$ cat src/rtl/debounce_pkg.sv
// Shared types and default constants for the multi-channel switch debouncer.
package debounce_pkg;

  // Per-channel debounce FSM states.
  typedef enum logic {
    STABLE = 1'b0,
    CHECK  = 1'b1
  } db_state_e;

  // Default stability counter width.
  localparam int DEFAULT_CNT_W     = 16;

  // Default number of consecutive differing samples needed to accept a change.
  localparam int DEFAULT_DELAY_CNT = 3;

endpackage : debounce_pkg

$ cat src/rtl/debounce_ch.sv
// Single debounce channel: optional two-flop input synchronizer, STABLE/CHECK
// FSM with a stability counter, registered debounced level and edge pulses.
// Optional feature macro: DEBOUNCE_SYNC_EN (adds a 2-flop synchronizer on sw_i).
module debounce_ch
  import debounce_pkg::*;
#(
  parameter int CNT_W     = DEFAULT_CNT_W,
  parameter int DELAY_CNT = DEFAULT_DELAY_CNT
) (
  input  logic clk,
  input  logic rst_n,
  input  logic sw_i,
  output logic out_o,
  output logic rise_o,
  output logic fall_o
);

  // Count value at which a pending change is accepted, and the CHECK entry value.
  localparam logic [CNT_W-1:0] CNT_LAST = CNT_W'(DELAY_CNT - 1);
  localparam logic [CNT_W-1:0] CNT_ONE  = CNT_W'(1);

  logic             s;
  db_state_e        state_q, state_d;
  logic [CNT_W-1:0] cnt_q, cnt_d;
  logic             out_q, out_d;
  logic             rise_q, rise_d;
  logic             fall_q, fall_d;
  logic             accept;

`ifdef DEBOUNCE_SYNC_EN
  logic [1:0] sync_q;

  // Two-flop synchronizer bringing the asynchronous switch level into clk.
  always_ff @(posedge clk or negedge rst_n) begin
    if (!rst_n) begin
      sync_q <= 2'b00;
    end else begin
      sync_q <= {sync_q[0], sw_i};
    end
  end

  assign s = sync_q[1];
`else
  assign s = sw_i;
`endif

  // State register: FSM state, counter and the registered outputs.
  always_ff @(posedge clk or negedge rst_n) begin
    // NOTE: every flop here is small control state, so all of it is reset; the
    // partial count must be discarded on reset so a change needs fresh samples.
    if (!rst_n) begin
      state_q <= STABLE;
      cnt_q   <= '0;
      out_q   <= 1'b0;
      rise_q  <= 1'b0;
      fall_q  <= 1'b0;
    end else begin
      // NOTE: non-blocking assignments so every flop samples pre-edge values.
      state_q <= state_d;
      cnt_q   <= cnt_d;
      out_q   <= out_d;
      rise_q  <= rise_d;
      fall_q  <= fall_d;
    end
  end

  // Next-state logic: track how many consecutive samples differ from out.
  always_comb begin
    // NOTE: defaults first so no path leaves a variable unassigned (no latch).
    state_d = state_q;
    cnt_d   = cnt_q;
    accept  = 1'b0;
    unique case (state_q)
      STABLE: begin
        if (s != out_q) begin
          state_d = CHECK;
          cnt_d   = CNT_ONE;
        end else begin
          cnt_d   = '0;
        end
      end
      CHECK: begin
        if (s == out_q) begin
          // Glitch rejected: the sample returned to the accepted level.
          state_d = STABLE;
          cnt_d   = '0;
        end else if (cnt_q == CNT_LAST) begin
          state_d = STABLE;
          cnt_d   = '0;
          accept  = 1'b1;
        end else begin
          cnt_d   = cnt_q + CNT_ONE;
        end
      end
    endcase
  end

  // Output logic: next debounced level and one-cycle edge pulses on accept.
  always_comb begin
    out_d  = accept ? s : out_q;
    rise_d = accept &  s;
    fall_d = accept & ~s;
  end

  assign out_o  = out_q;
  assign rise_o = rise_q;
  assign fall_o = fall_q;

endmodule : debounce_ch

$ cat src/rtl/multi_debounce.sv
// NUM_CH independent switch debouncers with registered level and edge pulses.
// Optional feature macro: DEBOUNCE_SYNC_EN (per-bit 2-flop input synchronizer,
// handled inside debounce_ch).
module multi_debounce
  import debounce_pkg::*;
#(
  parameter int NUM_CH    = 4,
  parameter int CNT_W     = DEFAULT_CNT_W,
  parameter int DELAY_CNT = DEFAULT_DELAY_CNT
) (
  input  logic              clk,
  input  logic              rst_n,
  input  logic [NUM_CH-1:0] sw,
  output logic [NUM_CH-1:0] out,
  output logic [NUM_CH-1:0] rise,
  output logic [NUM_CH-1:0] fall
);

  // One fully independent channel per switch bit; channels share no state.
  for (genvar i = 0; i < NUM_CH; i++) begin : g_ch
    debounce_ch #(
      .CNT_W     (CNT_W),
      .DELAY_CNT (DELAY_CNT)
    ) u_ch (
      .clk    (clk),
      .rst_n  (rst_n),
      .sw_i   (sw[i]),
      .out_o  (out[i]),
      .rise_o (rise[i]),
      .fall_o (fall[i])
    );
  end

endmodule : multi_debounce

$ cat config.mk
export PLATFORM = sky130hd
export DESIGN_NAME = multi_debounce
export DESIGN_NICKNAME = d
export VERILOG_FILES = /design/src/rtl/debounce_pkg.sv /design/src/rtl/debounce_ch.sv /design/src/rtl/multi_debounce.sv
export SDC_FILE = /design/constraint.sdc
export NUM_CORES = 1
export LEC_CHECK = 0
export CORE_MARGIN = 2
export CORE_UTILIZATION = 55
export DETAILED_ROUTE_END_ITERATION = 8
export PLACE_DENSITY = 0.82
export SLEW_MARGIN = 20
export SYNTH_ARGS = -nofsm -noshare
export SYNTH_HDL_FRONTEND = slang
export SYNTH_SLANG_ARGS = --single-unit
$ cat constraint.sdc
create_clock -name clk -period 3 [get_ports clk]
set_input_delay 0.6 -clock clk [delete_from_list [all_inputs] [get_ports clk]]
set_output_delay 0.6 -clock clk [all_outputs]
set_load 0.01 [all_outputs]
==> results of run 1 <==
==> layer usage <==
metal,GRT usage,part of all wire,vias up
met4,0.0565,0.010,0
met3,0.0513,0.027,7
met5,0,0,-
met2,0.323,0.48,39
li1,-,-,1353
met1,0.248,0.48,1312
==> per-stage QoR <==
stage               utilization  hold slack [ps]  worst slack [ps]  cells  total power [W]
finish                    0.628              367               914    500          0.00265
global route              0.628              488               753    500          0.00280
floorplan                     -              304              1340    391          0.00166
global placement          0.596              493               812    484          0.00177
CTS                       0.628              436               916    500          0.00268
detailed placement        0.596              502               738    484          0.00180
==> critical path, stage by stage, from the launching register on <==
cell,delay (ps)
dfrtp_1,440
inv_1,80
ha_1,130
nor4b_1,290
nand4_1,230
nand3_1,540
o21ai_0,200
==> power by group <==
part | internal, W | switching, W | total [W]
Sequential | 0.00118 | 0.000120 | 0.00130
Combinational | 0.000185 | 0.000292 | 0.000477
Clock | 0.000475 | 0.000396 | 0.000871
Total | 0.00184 | 0.000808 | 0.00265
==> registers in the layout, summed over array words and instances, names as in the netlist <==
name	cells
g_ch.u_ch.out_o	4
g_ch.u_ch.fall_o	4
g_ch.u_ch.state_q	4
g_ch.u_ch.cnt_q	64
g_ch.u_ch.rise_o	4
==> layout make-up <==
cell class                      instances  area (um2)  area share
Timing Repair Buffer                   17         168      0.0391
Inverter                               12        45.0      0.0105
Tap cell                               96         120      0.0280
Sequential cell                        80        2000       0.467
Multi-Input combinational cell        279        1740       0.405
Clock buffer                           10         128      0.0298
Clock inverter                          6        90.1      0.0210
==> placed cells by master (no fill, tap or decap), types with 8 or more instances in the layout <==
master	count
nor2_1	69
xor2_1	16
nand4_1	15
nor4_1	21
nor3_1	20
clkbuf_8	9
inv_1	12
ha_1	8
xnor2_1	44
nand3_1	27
clkdlybuf4s50_1	16
nand2_1	16
dfrtp_1	80
==> path summary, 6_finish.rpt <==
path | to | slack (ps) | cells past startpoint | start
max | g_ch[3].u_ch.state_q | 910 | 6 | g_ch[3].u_ch.cnt_q[0]
max in group asynchronous | g_ch[0].u_ch.cnt_q[10] | 1980 | 1 | rst_n
max reg2reg | g_ch[3].u_ch.state_q | 910 | 6 | g_ch[3].u_ch.cnt_q[0]
min reg2reg | g_ch[0].u_ch.cnt_q[0] | 520 | 1 | g_ch[0].u_ch.state_q
min | g_ch[2].u_ch.cnt_q[5] | 370 | 1 | rst_n
min in group clk | g_ch[0].u_ch.cnt_q[0] | 520 | 1 | g_ch[0].u_ch.state_q
==> kinds of logic (layout without fill, tap and decap cells) <==
group           after synthesis  count (layout)
compound gates               16              16
xor+xnor                     60              60
fa+ha+maj                     8               8
buf+inv                      32              45
flops                        80              80
mux                           4               4
simple gates                191             191
==> results.toml, run 1 <==
[status]
status = "completed"

[floorplan]
start_util = 0.572
core_area_mm2 = 0.00683
die_h_um = 88.3
die_area_mm2 = 0.00780
ioPinCount = 18
row_count = 30
die_w_um = 88.3

[yosys]
netlist_top_cells_count = "80 x dfrtp_1, 69 x nor2_1, 44 x xnor2_1, 27 x nand3_1, 21 x nor4_1"
async_flop_share = 1.00
synth_top_family_by_area = "simple AND/OR/NAND/NOR gates"
muxShareOfSynthArea = 0.0115
yosys_register_bits = 80
synth_area_leaders = "dfrtp_1 51%, xnor2_1 9.9%, nor2_1 6.6%, xor2_1 3.6%, nand3_1 3.5%"
yosys.area_share.xor_xnor = 0.134
synth_top_area_cell = "dfrtp_1"
synth_most_common_cell = "dfrtp_1"
synth_edf_count = 0
syn_area_mm2 = 0.00391
syn-num-nets = 405
synth-seq-area-share = 0.512
synthAdderAreaFrac = 0.0256
syn_avg_cell_area_um2 = 10.0
synth.distinct_cells = 31
yosysWarnings = 0
synth_compound_area_frac = 0.0243
synth_top_area_share = 0.512
syn_inst = 391
synth-simple-area-share = 0.248
synth_flop_cell = "dfrtp_1"

[clock_tree]
clk_latency_ps = 350
cts-root-buf = "clkbuf_8"
postCtsHoldBufs = 0
cts_made_buffers = 9
cts_sinks = 80
cts_resized = 0
cts.path.max_buffers = 2
cts_tree = "done"
clk_pin_slew_ps = 90
cts_post_setup_buffers_inserted = 0
htreeDepth = 3

[power_and_ir_drop]
peakVddDrop_mv = 0.480
powerDensity_mw_per_mm2 = 618
power.leakage_nw = 1.68

[worst_setup_path]
cp-end-kind = "flop"
worstPathRequired_ps = 3200
start_kind = "flop"
crit_arrival_ps = 2280
crit_type = "flop to flop"
cp_max_fo = 17

[timing]
hold_violations = 0
rsz0062_at_grt = "no"
tns_ps = 0
fin_crit_ps = 2090
timing.fmax_ghz = 0.480
slew_headroom = 0.355
setup_viol = 0
finClkSkew_ps = 11.9
min_period_over_period = 0.695
slew_violations = 0
tightest_slew_ps = 968

[detailed_routing]
vias_per_cell = 5.42
drtAntennaViolNets = 0
drcViolationCount = 0
avgRoutedWirePerCell_um = 13.5
vias = 2711
drtPass1Iterations = 4
drt-initial-drc-count = 177
wl_mm = 6.76

[place]
hpwlAfterDp_mm = 4.56
gp_congestion = 0.792
placed_area_mm2 = 0.00407
port_buffers = 17

[cells_and_area]
antenna_cells = 0
final_area_mm2 = 0.00429
drive_gt1_frac = 0.0619
layout.nets = 413
area_growth_pct = 9.70
num-fill-cells = 566

[global_route]
grt_pass1_vias = 2633
grt_max_degree = 81
grt_pass1_wl_mm = 11.8
track_usage = 0.193
grt_overflow_total = 0
antenna_found_initial = 0

[worst_hold_path]
worst_hold_path_type = "input pin to async pin"

[run]
drv_cap = 0
No activity file was read; power rests on OpenSTA's default activity.
==> run 2: changes to the inputs <==
CORE_UTILIZATION = 54   (was 55)
PLACE_DENSITY = 0.83   (was 0.82)
clock period = 1.8 ns   (was 3 ns; I/O delays follow)
==> run 2 against run 1 <==
Worst setup slack lost 810 ps. Non-clock buffer count grew 15. Combinational power grew 88%. Sequential power grew 67%. Via count grew 4.0%. Die area grew 1.8%. Register-to-register slack lost 800 ps. First-iteration DRC count shrank 16%. Sequential share of layout area shrank 1.9 points. Sequential cell count is the same. Cell count grew 3.6%. Critical endpoint is now out[0]. Largest power group unchanged.
==> results.toml, run 2 (synthesized netlist as in run 1, its figures left out) <==
[status]
status = "completed"

[timing]
setup_viol = 0
min_period_over_period = 0.945
slew_violations = 0
timing.fmax_ghz = 0.588
fin_crit_ps = 1700
hold_violations = 0
finClkSkew_ps = 7.68
tns_ps = 0
slew_headroom = 0.723
tightest_slew_ps = 415

[clock_tree]
cts.path.max_buffers = 2
cts_tree = "done"
cts_sinks = 80
htreeDepth = 3
cts_made_buffers = 9
postCtsHoldBufs = 0
clk_pin_slew_ps = 80
clk_latency_ps = 350
cts-root-buf = "clkbuf_8"

[cells_and_area]
post-route-util = 0.626
drive_gt1_frac = 0.107
area_growth_pct = 14.3
layout.nets = 428
largest_reg_flops = 64
num-fill-cells = 592
layout_commonest_cell = "dfrtp_1"
antenna_cells = 0
layout_common_cells = "80 x dfrtp_1, 67 x nor2_1, 44 x xnor2_1"
instances_no_fill = 518
top_register = "g_ch.u_ch.cnt_q"

[global_route]
grt_pass1_vias = 2864
grt_max_degree = 81
busiest_layer = "met2"
met1_usage = 0.251
use_met3 = 0.0572
grt_overflow_total = 0
track_usage = 0.203
antenna_found_initial = 0
met2_usage = 0.343
grt_pass1_wl_mm = 12.6

[worst_setup_path]
worstPathCellList = "clkdlybuf4s50_1"
crit_type = "flop to primary output"
worstPathRequired_ps = 1440
critPathBufInv = 1
cp-end-kind = "primary output"
crit_arrival_ps = 1340
cpPeakStageDelay_ps = 570
slowest_stage = "clkdlybuf4s50_1"
critPathTopFamily = "buffers and inverters"
start_kind = "flop"
cp_max_fo = 4

[place]
placed_cells = 501
gp_congestion = 0.858
port_buffers = 17
hpwlAfterDp_mm = 4.71

[floorplan]
ioPinCount = 18
core_area_mm2 = 0.00714
die_h_um = 89.1
row_count = 31
start_util = 0.548
die_area_mm2 = 0.00794
die_w_um = 89.1

[detailed_routing]
vias_per_cell = 5.44
avgRoutedWirePerCell_um = 14.0
drt-initial-drc-count = 148
drtPass1Iterations = 5
vias = 2819
drtAntennaViolNets = 0
drcViolationCount = 0
wl_mm = 7.23

[power_and_ir_drop]
pwr-share-clk = 0.342
power.switching_w = 0.00136
comb_power_share = 0.192
power.leakage_nw = 1.77
switching_share = 0.291
powerDensity_mw_per_mm2 = 1050
p_int_w = 0.00331
p_seq_frac = 0.465
peakVddDrop_mv = 0.533

[worst_hold_path]
worst_hold_path_type = "input pin to async pin"

[run]
drv_cap = 0
## run 2: path summary, 6_finish.rpt
path	start	to	slack, ps	cells after the start
min in group clk	g_ch[0].u_ch.cnt_q[0]	g_ch[0].u_ch.cnt_q[0]	530	1
max in group asynchronous	rst_n	g_ch[1].u_ch.cnt_q[7]	1440	2
worst max register to register	g_ch[3].u_ch.cnt_q[0]	g_ch[3].u_ch.out_o	110	6
worst min-delay path	rst_n	g_ch[2].u_ch.cnt_q[13]	20	2
worst min register to register	g_ch[0].u_ch.cnt_q[0]	g_ch[0].u_ch.cnt_q[0]	530	1
worst max-delay path	g_ch[0].u_ch.out_o	out[0]	100	1
## run 2: timing repair
item / in CTS / in global routing
gates resized for setup: 0 / 5
endpoints found under the setup margin: 0 / 21
setup buffers: 0 / 1
## run 2: final cells by class
cell class	instances	area [um2]	area share
repair buffers	32	293	0.0655
clock inverters	5	104	0.0232
clock buffers	11	141	0.0317
inverters	12	45.0	0.0101
flip-flops and latches	80	2000	0.448
multi-input cells	279	1760	0.394
well taps	99	124	0.0277
## run 2: through the flow
step / instance area (um2) / hold WS [ps] / total power [W] / setup slack (ps)
2_1_floorplan: 3910 / 64.4 / 0.00277 / 142
3_3_place_gp: 4190 / 418 / 0.00303 / 101
3_5_place_dp: 4190 / 418 / 0.00309 / 23.7
4_1_cts: 4440 / 41.4 / 0.00468 / 44.8
5_1_grt: 4470 / 45.2 / 0.00492 / -6.36
6_report: 4470 / 17.1 / 0.00467 / 99.9
## run 2: per-layer routing
metal,wire length (um),part of all wire
met4,124,0.017
met1,3200,0.44
met5,0,0
met3,202,0.028
met2,3700,0.51
## run 2: power groups by stage
stage / Clock, W / Combinational (W) / Sequential [W]
2_1_floorplan: 0 / 0.000625 / 0.00215
3_3_place_gp: 0 / 0.000843 / 0.00219
3_5_place_dp: 0 / 0.000879 / 0.00221
4_1_cts: 0.00163 / 0.000888 / 0.00217
5_1_grt: 0.00171 / 0.00101 / 0.00220
6_report: 0.00160 / 0.000898 / 0.00217
==> run 3: changes to the inputs <==
CAP_MARGIN = 25   (was not set)
==> results of run 3 <==
The final DEF is identical to that of run 2; final timing and power are the same.
